**src/rtl/uart_pkg.sv**
```systemverilog
// Shared UART receive definitions: FSM state encoding, default baud
// divisors and 16x oversampling constants.
package uart_pkg;

    // Receiver FSM states; PARITY is only reachable when UART_RX_PARITY_EN is defined.
    typedef enum logic [2:0] {
        ST_IDLE   = 3'd0,
        ST_START  = 3'd1,
        ST_DATA   = 3'd2,
        ST_PARITY = 3'd3,
        ST_STOP   = 3'd4,
        ST_WAIT   = 3'd5
    } rx_state_e;

    // Clocks per oversample tick at 50 MHz: 115200 baud and 9600 baud.
    localparam int DIV_FAST_DEF = 27;
    localparam int DIV_SLOW_DEF = 326;

    // 16 ticks per bit; sample at os==7 (8th tick), bit ends at os==15.
    localparam int         OS_RATE = 16;
    localparam logic [3:0] OS_MID  = 4'd7;
    localparam logic [3:0] OS_LAST = 4'd15;

    // Number of data bits for a given data-length select.
    function automatic logic [3:0] data_bits(input logic dls);
        return dls ? 4'd8 : 4'd7;
    endfunction

endpackage

```
**src/rtl/uart_rx_frame_baud_tick.sv**
```systemverilog
// Oversample tick generator shared with the transmit path. Counts clk up to
// the selected divisor and emits a one-cycle tick; held at 0 while en is low
// so the first tick of a frame always lands a full divisor after enable.
module uart_baud_tick #(
    parameter int DIV_FAST = uart_pkg::DIV_FAST_DEF,
    parameter int DIV_SLOW = uart_pkg::DIV_SLOW_DEF
) (
    input  logic clk,
    input  logic reset,
    input  logic en,
    input  logic sel,
    output logic tick
);

    localparam int DIV_MAX = (DIV_SLOW > DIV_FAST) ? DIV_SLOW : DIV_FAST;
    localparam int CW      = (DIV_MAX < 2) ? 1 : $clog2(DIV_MAX);

    logic [CW-1:0] cnt;
    logic [CW-1:0] lim;

    assign lim  = sel ? CW'(DIV_FAST - 1) : CW'(DIV_SLOW - 1);
    assign tick = en && (cnt == lim);

    // Divisor counter: cleared when disabled or on wrap.
    always_ff @(posedge clk or posedge reset) begin
        if (reset) begin
            cnt <= '0;
        end else if (!en || tick) begin
            cnt <= '0;
        end else begin
            cnt <= cnt + CW'(1);
        end
    end

endmodule

```
**src/rtl/uart_rx_frame.sv**
```systemverilog
// UART receiver with 16x oversampling. Recovers start / 7 or 8 data bits /
// optional even parity / stop, and presents the character on data with a
// one-cycle valid strobe plus parity and framing error flags.
// Optional feature macro: UART_RX_PARITY_EN (parity bit and perr support;
// without it paritys is ignored and perr is tied low).
// Handshake: valid is a one-cycle strobe with no ready; data/perr/ferr hold
// their values until the next valid.
module uart_rx_frame
    import uart_pkg::*;
#(
    parameter int DIV_FAST = DIV_FAST_DEF,
    parameter int DIV_SLOW = DIV_SLOW_DEF
) (
    input  logic       clk,
    input  logic       reset,
    input  logic       rxi,
    input  logic       paritys,
    input  logic       bauds,
    input  logic       dls,
    output logic [7:0] data,
    output logic       valid,
    output logic       perr,
    output logic       ferr,
    output logic       busy,
    output logic [2:0] dbg_state
);

    rx_state_e  state, state_n;
    logic       rx_meta, rxs;
    logic       tick, mid, bit_end, start_det, data_smp, stop_smp;
    logic [3:0] os;
    logic [3:0] bitn;
    logic [7:0] shreg;
    logic       baud_q, dls_q;
`ifdef UART_RX_PARITY_EN
    logic       par_q, par_acc, par_smp;
`else
    logic       unused_paritys;
    assign unused_paritys = paritys;
`endif

    // Two-flop synchronizer on the serial line; idles high.
    always_ff @(posedge clk or posedge reset) begin
        if (reset) begin
            rx_meta <= 1'b1;
            rxs     <= 1'b1;
        end else begin
            rx_meta <= rxi;
            rxs     <= rx_meta;
        end
    end

    uart_baud_tick #(
        .DIV_FAST (DIV_FAST),
        .DIV_SLOW (DIV_SLOW)
    ) u_tick (
        .clk   (clk),
        .reset (reset),
        .en    (state != ST_IDLE),
        .sel   (baud_q),
        .tick  (tick)
    );

    // FSM state register.
    always_ff @(posedge clk or posedge reset) begin
        if (reset) state <= ST_IDLE;
        else       state <= state_n;
    end

    // FSM next-state logic.
    always_comb begin
        state_n = state;
        case (state)
            ST_IDLE:  if (!rxs) state_n = ST_START;
            ST_START: begin
                if (mid && rxs)   state_n = ST_IDLE;   // false start
                else if (bit_end) state_n = ST_DATA;
            end
            ST_DATA: begin
                if (bit_end && (bitn == data_bits(dls_q))) begin
`ifdef UART_RX_PARITY_EN
                    state_n = par_q ? ST_PARITY : ST_STOP;
`else
                    state_n = ST_STOP;
`endif
                end
            end
`ifdef UART_RX_PARITY_EN
            ST_PARITY: if (bit_end) state_n = ST_STOP;
`endif
            ST_STOP:  if (mid) state_n = rxs ? ST_IDLE : ST_WAIT;
            ST_WAIT:  if (rxs) state_n = ST_IDLE;
            default:  state_n = ST_IDLE;
        endcase
    end

    // FSM outputs: sample strobes, busy and debug state.
    always_comb begin
        mid       = tick && (os == OS_MID);
        bit_end   = tick && (os == OS_LAST);
        start_det = (state == ST_IDLE) && !rxs;
        data_smp  = (state == ST_DATA) && mid;
        stop_smp  = (state == ST_STOP) && mid;
`ifdef UART_RX_PARITY_EN
        par_smp   = (state == ST_PARITY) && mid;
`endif
        busy      = (state != ST_IDLE) || valid;
        dbg_state = state;
    end

    // Oversample position, bit index, shift register and per-frame config latch.
    always_ff @(posedge clk or posedge reset) begin
        if (reset) begin
            os      <= '0;
            bitn    <= '0;
            shreg   <= '0;
            baud_q  <= 1'b0;
            dls_q   <= 1'b0;
`ifdef UART_RX_PARITY_EN
            par_q   <= 1'b0;
            par_acc <= 1'b0;
`endif
        end else begin
            if (state == ST_IDLE) begin
                os <= '0;
                if (start_det) begin
                    bitn   <= '0;
                    baud_q <= bauds;
                    dls_q  <= dls;
`ifdef UART_RX_PARITY_EN
                    par_q   <= paritys;
                    par_acc <= 1'b0;
`endif
                end
            end else if (tick) begin
                os <= os + 4'd1;
            end
            if (data_smp) begin
                shreg <= {rxs, shreg[7:1]};
                bitn  <= bitn + 4'd1;
`ifdef UART_RX_PARITY_EN
                par_acc <= par_acc ^ rxs;
`endif
            end
`ifdef UART_RX_PARITY_EN
            if (par_smp) par_acc <= par_acc ^ rxs;
`endif
        end
    end

    // Result registers: loaded at the stop sample, valid one clock later.
    always_ff @(posedge clk or posedge reset) begin
        if (reset) begin
            data  <= '0;
            valid <= 1'b0;
            perr  <= 1'b0;
            ferr  <= 1'b0;
        end else begin
            valid <= stop_smp;
            if (stop_smp) begin
                data <= dls_q ? shreg : {1'b0, shreg[7:1]};
                ferr <= !rxs;
`ifdef UART_RX_PARITY_EN
                perr <= par_q & par_acc;
`else
                perr <= 1'b0;
`endif
            end
        end
    end

endmodule

```
**config.mk**
```make
export PLATFORM = sky130hd
export DESIGN_NAME = uart_rx_frame
export DESIGN_NICKNAME = d
export VERILOG_FILES = /design/src/rtl/uart_pkg.sv /design/src/rtl/uart_rx_frame_baud_tick.sv /design/src/rtl/uart_rx_frame.sv
export SDC_FILE = /design/constraint.sdc
export NUM_CORES = 1
export LEC_CHECK = 0
export ABC_AREA = 1
export CORE_UTILIZATION = 35
export CTS_CLUSTER_SIZE = 12
export DETAILED_ROUTE_END_ITERATION = 6
export SYNTH_ARGS = -nofsm -noshare
export SYNTH_HDL_FRONTEND = slang
export SYNTH_SLANG_ARGS = --single-unit
```
**constraint.sdc**
```tcl
create_clock -name clk -period 1.7 [get_ports clk]
set_clock_uncertainty 0.2 [all_clocks]
set_input_delay 0.34 -clock clk [delete_from_list [all_inputs] [get_ports clk]]
set_output_delay 0.34 -clock clk [all_outputs]
set_load 0.05 [all_outputs]
```
Word-level counts from Yosys, hierarchy flattened
Index checks and enable logic that the tools add are counted.
{"block": "totals", "regBits": 42, "inputBits": 6, "out_inout_bits": 15, "word_cells": 65}
{"block": "op_classes", "addsub": 3, "n_eq_ne": 13, "mux": 17, "n_reduce_logical": 20}
{"operator": "2-to-1 mux 4 bit", "n": 6}
{"operator": "2-to-1 mux 3 bit", "n": 7}
{"operator": "2-to-1 mux 9 bit", "n": 2}
{"operator": "case mux 3 bit (5 select lines)", "n": 1}
{"operator": "adder 9 x 1 -> 9 bit, second input constant", "n": 1}
{"operator": "equality test 9 bit", "n": 1}
{"operator": "adder 4 x 1 -> 4 bit, second input constant", "n": 2}
{"operator": "logical AND 1 bit", "n": 8}
{"operator": "2-to-1 mux 8 bit", "n": 1}
{"operator": "inequality test 2 bit, second input constant", "n": 4}
{"operator": "equality test 3 bit, second input constant", "n": 2}
{"operator": "nonzero test 2 bit", "n": 3}
{"operator": "AND reduction 5 bit", "n": 1}
{"operator": "equality test 4 x 3 -> 1 bit, second input constant", "n": 1}
{"operator": "equality test 4 bit", "n": 1}
{"operator": "equality test 4 bit, second input constant", "n": 1}
{"operator": "AND reduction 2 bit", "n": 2}
{"operator": "equality test 3 x 1 -> 1 bit, second input constant", "n": 1}
{"operator": "equality test 3 x 2 -> 1 bit, second input constant", "n": 1}
{"operator": "logical NOT 3 bit", "n": 1}
{"operator": "inequality test 3 bit, second input constant", "n": 1}
{"operator": "nonzero test 3 bit", "n": 1}
{"operator": "logical NOT 1 bit", "n": 2}
{"operator": "logical OR 1 bit", "n": 2}

Logic depth before layout (Yosys ltp)
{"block": "depth", "ltp_word": 7, "mapped_depth": 12, "depth_no_buf": 12}

By module
From an unflattened synthesis, not the netlist that was laid out.
{"block": "unflattened", "cells_unflattened": 249, "area_unflattened_um2": 2079.5}
{"module": "uart_rx_frame", "n_inst": 1, "cells_each": 186, "area_each_um2": 1590.3, "seq_area_each_um2": 828.3}
{"module": "uart_baud_tick", "n_inst": 1, "cells_each": 63, "area_each_um2": 489.2, "seq_area_each_um2": 225.2}

Least setup slack after synthesis
Ideal clock, no wire load.
{"block": "synth_path", "path_type": "register to output", "startpoint": "register state[0], in the netlist dbg_state[0]", "endpoint": "output port busy", "t_arrival_ns": 1.438, "t_required_ns": 1.160, "path_slack_ns": -0.278, "stages_incl_launch_ff": 5, "n_path_buf": 1, "path_cell_list": "dfrtp_1 > nor2_1 > nand2_2 > buf_6 > or2_2"}
{"block": "synth_between", "elab_chain_len": 2}
{"item": "start, declared", "line_no": "uart_rx_frame.sv:28", "text": "rx_state_e state, state_n;"}
{"item": "start signal, assigned", "line_no": "uart_rx_frame.sv:67", "text": "else state <= state_n;"}
{"item": "nonzero test 3 bit", "line_no": "uart_rx_frame.sv:107", "text": "busy = (state != ST_IDLE) || valid;"}
{"item": "logical OR 1 bit", "line_no": "uart_rx_frame.sv:107"}
{"item": "end, declared", "line_no": "uart_rx_frame.sv:24", "text": "output logic busy,"}
No other way between the ends.

Worst setup path after layout
Same ends and word-level chain as after synthesis.

==> impl_results.md <==
* Status: finished, violations left
* Failing checks: negative setup slack
* Clock share of power at about a fifth
* Crit Path Class: register to output port
* Gate power share at about two fifths
* Reg2reg path depth at 6
* Die W at between 80 and 90 um
* Via density per instance at ~4.7
* Design area at 3290 sq um
* Final period utilization at 109%
* Ports at 21
* Worst-Skew Late Latency at approximately 0.30 ns
* Post-Place Cells at 368
* Switching pwr at between 1 and 1.5 mW
* GPL Wtd Cong at around 0.8
* Vias in the first global route at around 1,700
* Pwr dens at a little over 1000 nW/um^2
* Max Fclk at approximately 540 MHz
* Wire per inst at between 10 and 15 um
* Sw frac at between 30% and 40%
* H-Tree Depth at 2
* Hold Crit Class: register to register
* Final nets at about 320
* Clock slew at the register clock pins of the worst setup and hold paths at roughly 0.080 ns
* Critical path data arrival time at 1.31 ns
* DR pass1 iterations at 4
* Ys Warns at 0
* Unrepaired setup endpoints after global routing: true
* CP max FO at 2
* Vias at between 1,500 and 2,000
* CP Launch Type: register
* Placed cell areas at about 2800 sq um
* Final Hold Viols at 0
* P_int at roughly 2.1 mW
* Mapped Cells at ~250
* Syn Nets at 260
* Sequential-to-total area share from yosys stat at 48.9%
* Leakage at 1.49 nW
* Most common cell after layout, fill and taps aside: nand2_1
* GR Overflow Total at 0
* Netlist cell types at 33
* Final Critical Period at approximately 1.8 ns
* Syn Area/Cell at 8.59 sq um
* DRT Wirelength at 4700 um
* Final Setup Violations at 25
* CP Capture Type: output port
* Final HPWL DP at a little over 3000 um
* Worst Hold Depth at 0
* Fin util at between 50% and 60%
* Remaining routing DRC violations at 0
* CTS tree: built
* Area delta synth->final at 52.6%
* Port bufs at 18
* Die Span Y at between 80 and 90 um
* Non-Filler Instances at 388
* Die area at about 6500 sq um
* Antenna-violating nets left at 0
* First-pass GRT wire length at 7810 um
* Hold buffers post-CTS at 0
* Initial antenna violation count at 0
* Clock buffer count from CTS at 5
* Starting Density at between 30% and 40%
* All-layer global routing usage at between 10% and 20%
* Max Slew Vio Count at 0
* Maximum Capacitance Violations at 0
* Clock Path Buffers at 2
* Slack of the critical path at -0.148 ns
* Setup TNS at -2.05 ns
* Starting DRT DRC Count at 135
* Flop pwr share at 38.0%
* Yosys reg bits at 42
* # rows at 28
* Commonest cells after routing, fill and taps aside: 42 x nand2_1, 37 x dfrtp_1, 29 x buf_4
* Maximum vdd drop at about 0.00053 V
* Layout cells sized above 1 at a little under half
* Largest net degree at the start of global routing at 28
* Crit path required time at ~1.2 ns
* Mapped cell area at about 2200 sq um
* # fillers at between 500 and 600
* Core Region at about 6000 sq um
* Root Buffer: clkbuf_8
* N_diodes at 0
* Clock Sinks at 42
==> synthesized netlist by cell type (all sizes together) <==
| library cell | number | area, sq um |
|---|---|---|
| nand2 | 64 | 260 |
| dfrtp | 40 | 1000 |
| inv | 35 | 131 |
| o21ai | 33 | 218 |
| nor2 | 26 | 118 |
| nand3 | 13 | 75.1 |
| nor3 | 7 | 35.0 |
| a21oi | 6 | 30.0 |
| buf | 5 | 52.6 |
| ha | 3 | 37.5 |
| clkbuf | 2 | 7.51 |
| dfstp | 2 | 52.6 |
| nand4 | 2 | 33.8 |
| nor4 | 2 | 12.5 |
| o21a | 2 | 15.0 |
| o22ai | 2 | 25.0 |
| a31oi | 1 | 6.26 |
| and3 | 1 | 6.26 |
| conb | 1 | 3.75 |
| mux2 | 1 | 11.3 |
| or2 | 1 | 6.26 |
| xnor2 | 1 | 8.76 |
| xor2 | 1 | 8.76 |
==> registers in the layout, indices dropped and copies added (netlist names) <==
register and cells:
rxs 1, valid 1, dls_q 1, bitn 4, dbg_state 3, shreg 8
os 4, ferr 1, u_tick.cnt 9, data 8, baud_q 1, rx_meta 1
==> cell type report <==
cell class                 count  area (sq um)  share of cell area, %
clock buffer                   5          68.8                   2.09
multi-input combinational    167          1180                   35.9
timing repair buffer          61           721                   21.9
clock inverter                 3          23.8                  0.722
sequential                    42          1060                   32.1
tap                           75          93.8                   2.85
inverter                      35           144                   4.37
==> final timing paths <==
kind / startpoint / to / slack, ns
worst max register to register: dbg_state[0] / shreg[2] / -0.10
worst min register to register: rx_meta / rxs / 0.16
min in group asynchronous: reset / shreg[1] / 0.23
worst min-delay path: rx_meta / rxs / 0.16
max in group asynchronous: reset / rx_meta / 0.84
worst max-delay path: dbg_state[0] / busy / -0.15
==> stage by stage <==
step,hold WS (ns),worst slack [ns],total power [mW]
floorplan,0.144,-0.0326,1.88
global placement,0.146,-0.0896,2.28
detailed placement,0.147,-0.126,2.31
CTS,0.160,-0.152,3.14
global route,0.163,-0.245,3.57
finish,0.159,-0.148,3.34
==> logic make-up (layout without fill, tap and decap cells) <==
logic type	Yosys count	after routing	synth area share, %
adder cells (fa/ha/maj)	3	3	1.74
flip-flops	42	42	48.9
buffers and inverters	42	104	8.88
multiplexers	1	1	0.522
AND/OR/NAND/NOR	116	116	25.4
other	1	1	0.174
XOR/XNOR	2	2	0.813
AO/OA/AOI/OAI	44	44	13.6
==> metal layers <==
metal / up-vias / GRT usage (%) / wire length [um]
met5: - / 0 / 0
met4: 0 / 8.04 / 112
met3: 9 / 2.95 / 109
met2: 28 / 25.5 / 2310
met1: 857 / 20.6 / 2160
li1: 926 / - / -
==> worst max-delay path, cell delays in order (launching register included) <==
cell	delay [ns]
dfrtp_2	0.43
nor2_4	0.14
nand2_4	0.07
or2_4	0.22
buf_6	0.15
==> what timing repair did <==
item | 4_1_cts | 5_1_grt
pin swaps | 14 | 18
gates cloned | 1 | 0
resized for setup | 55 | 34
buffers inserted | 9 | 2
endpoints found under the setup margin | 30 | 40
==> power by group through the flow <==
stage / Combinational (mW) / Sequential (mW) / Clock, mW
floorplan: 0.567 / 1.31 / 0
global placement: 1.01 / 1.28 / 0
detailed placement: 1.03 / 1.28 / 0
CTS: 1.19 / 1.26 / 0.686
global route: 1.54 / 1.29 / 0.735
finish: 1.40 / 1.27 / 0.673
Power figures use the tool's default switching activity.
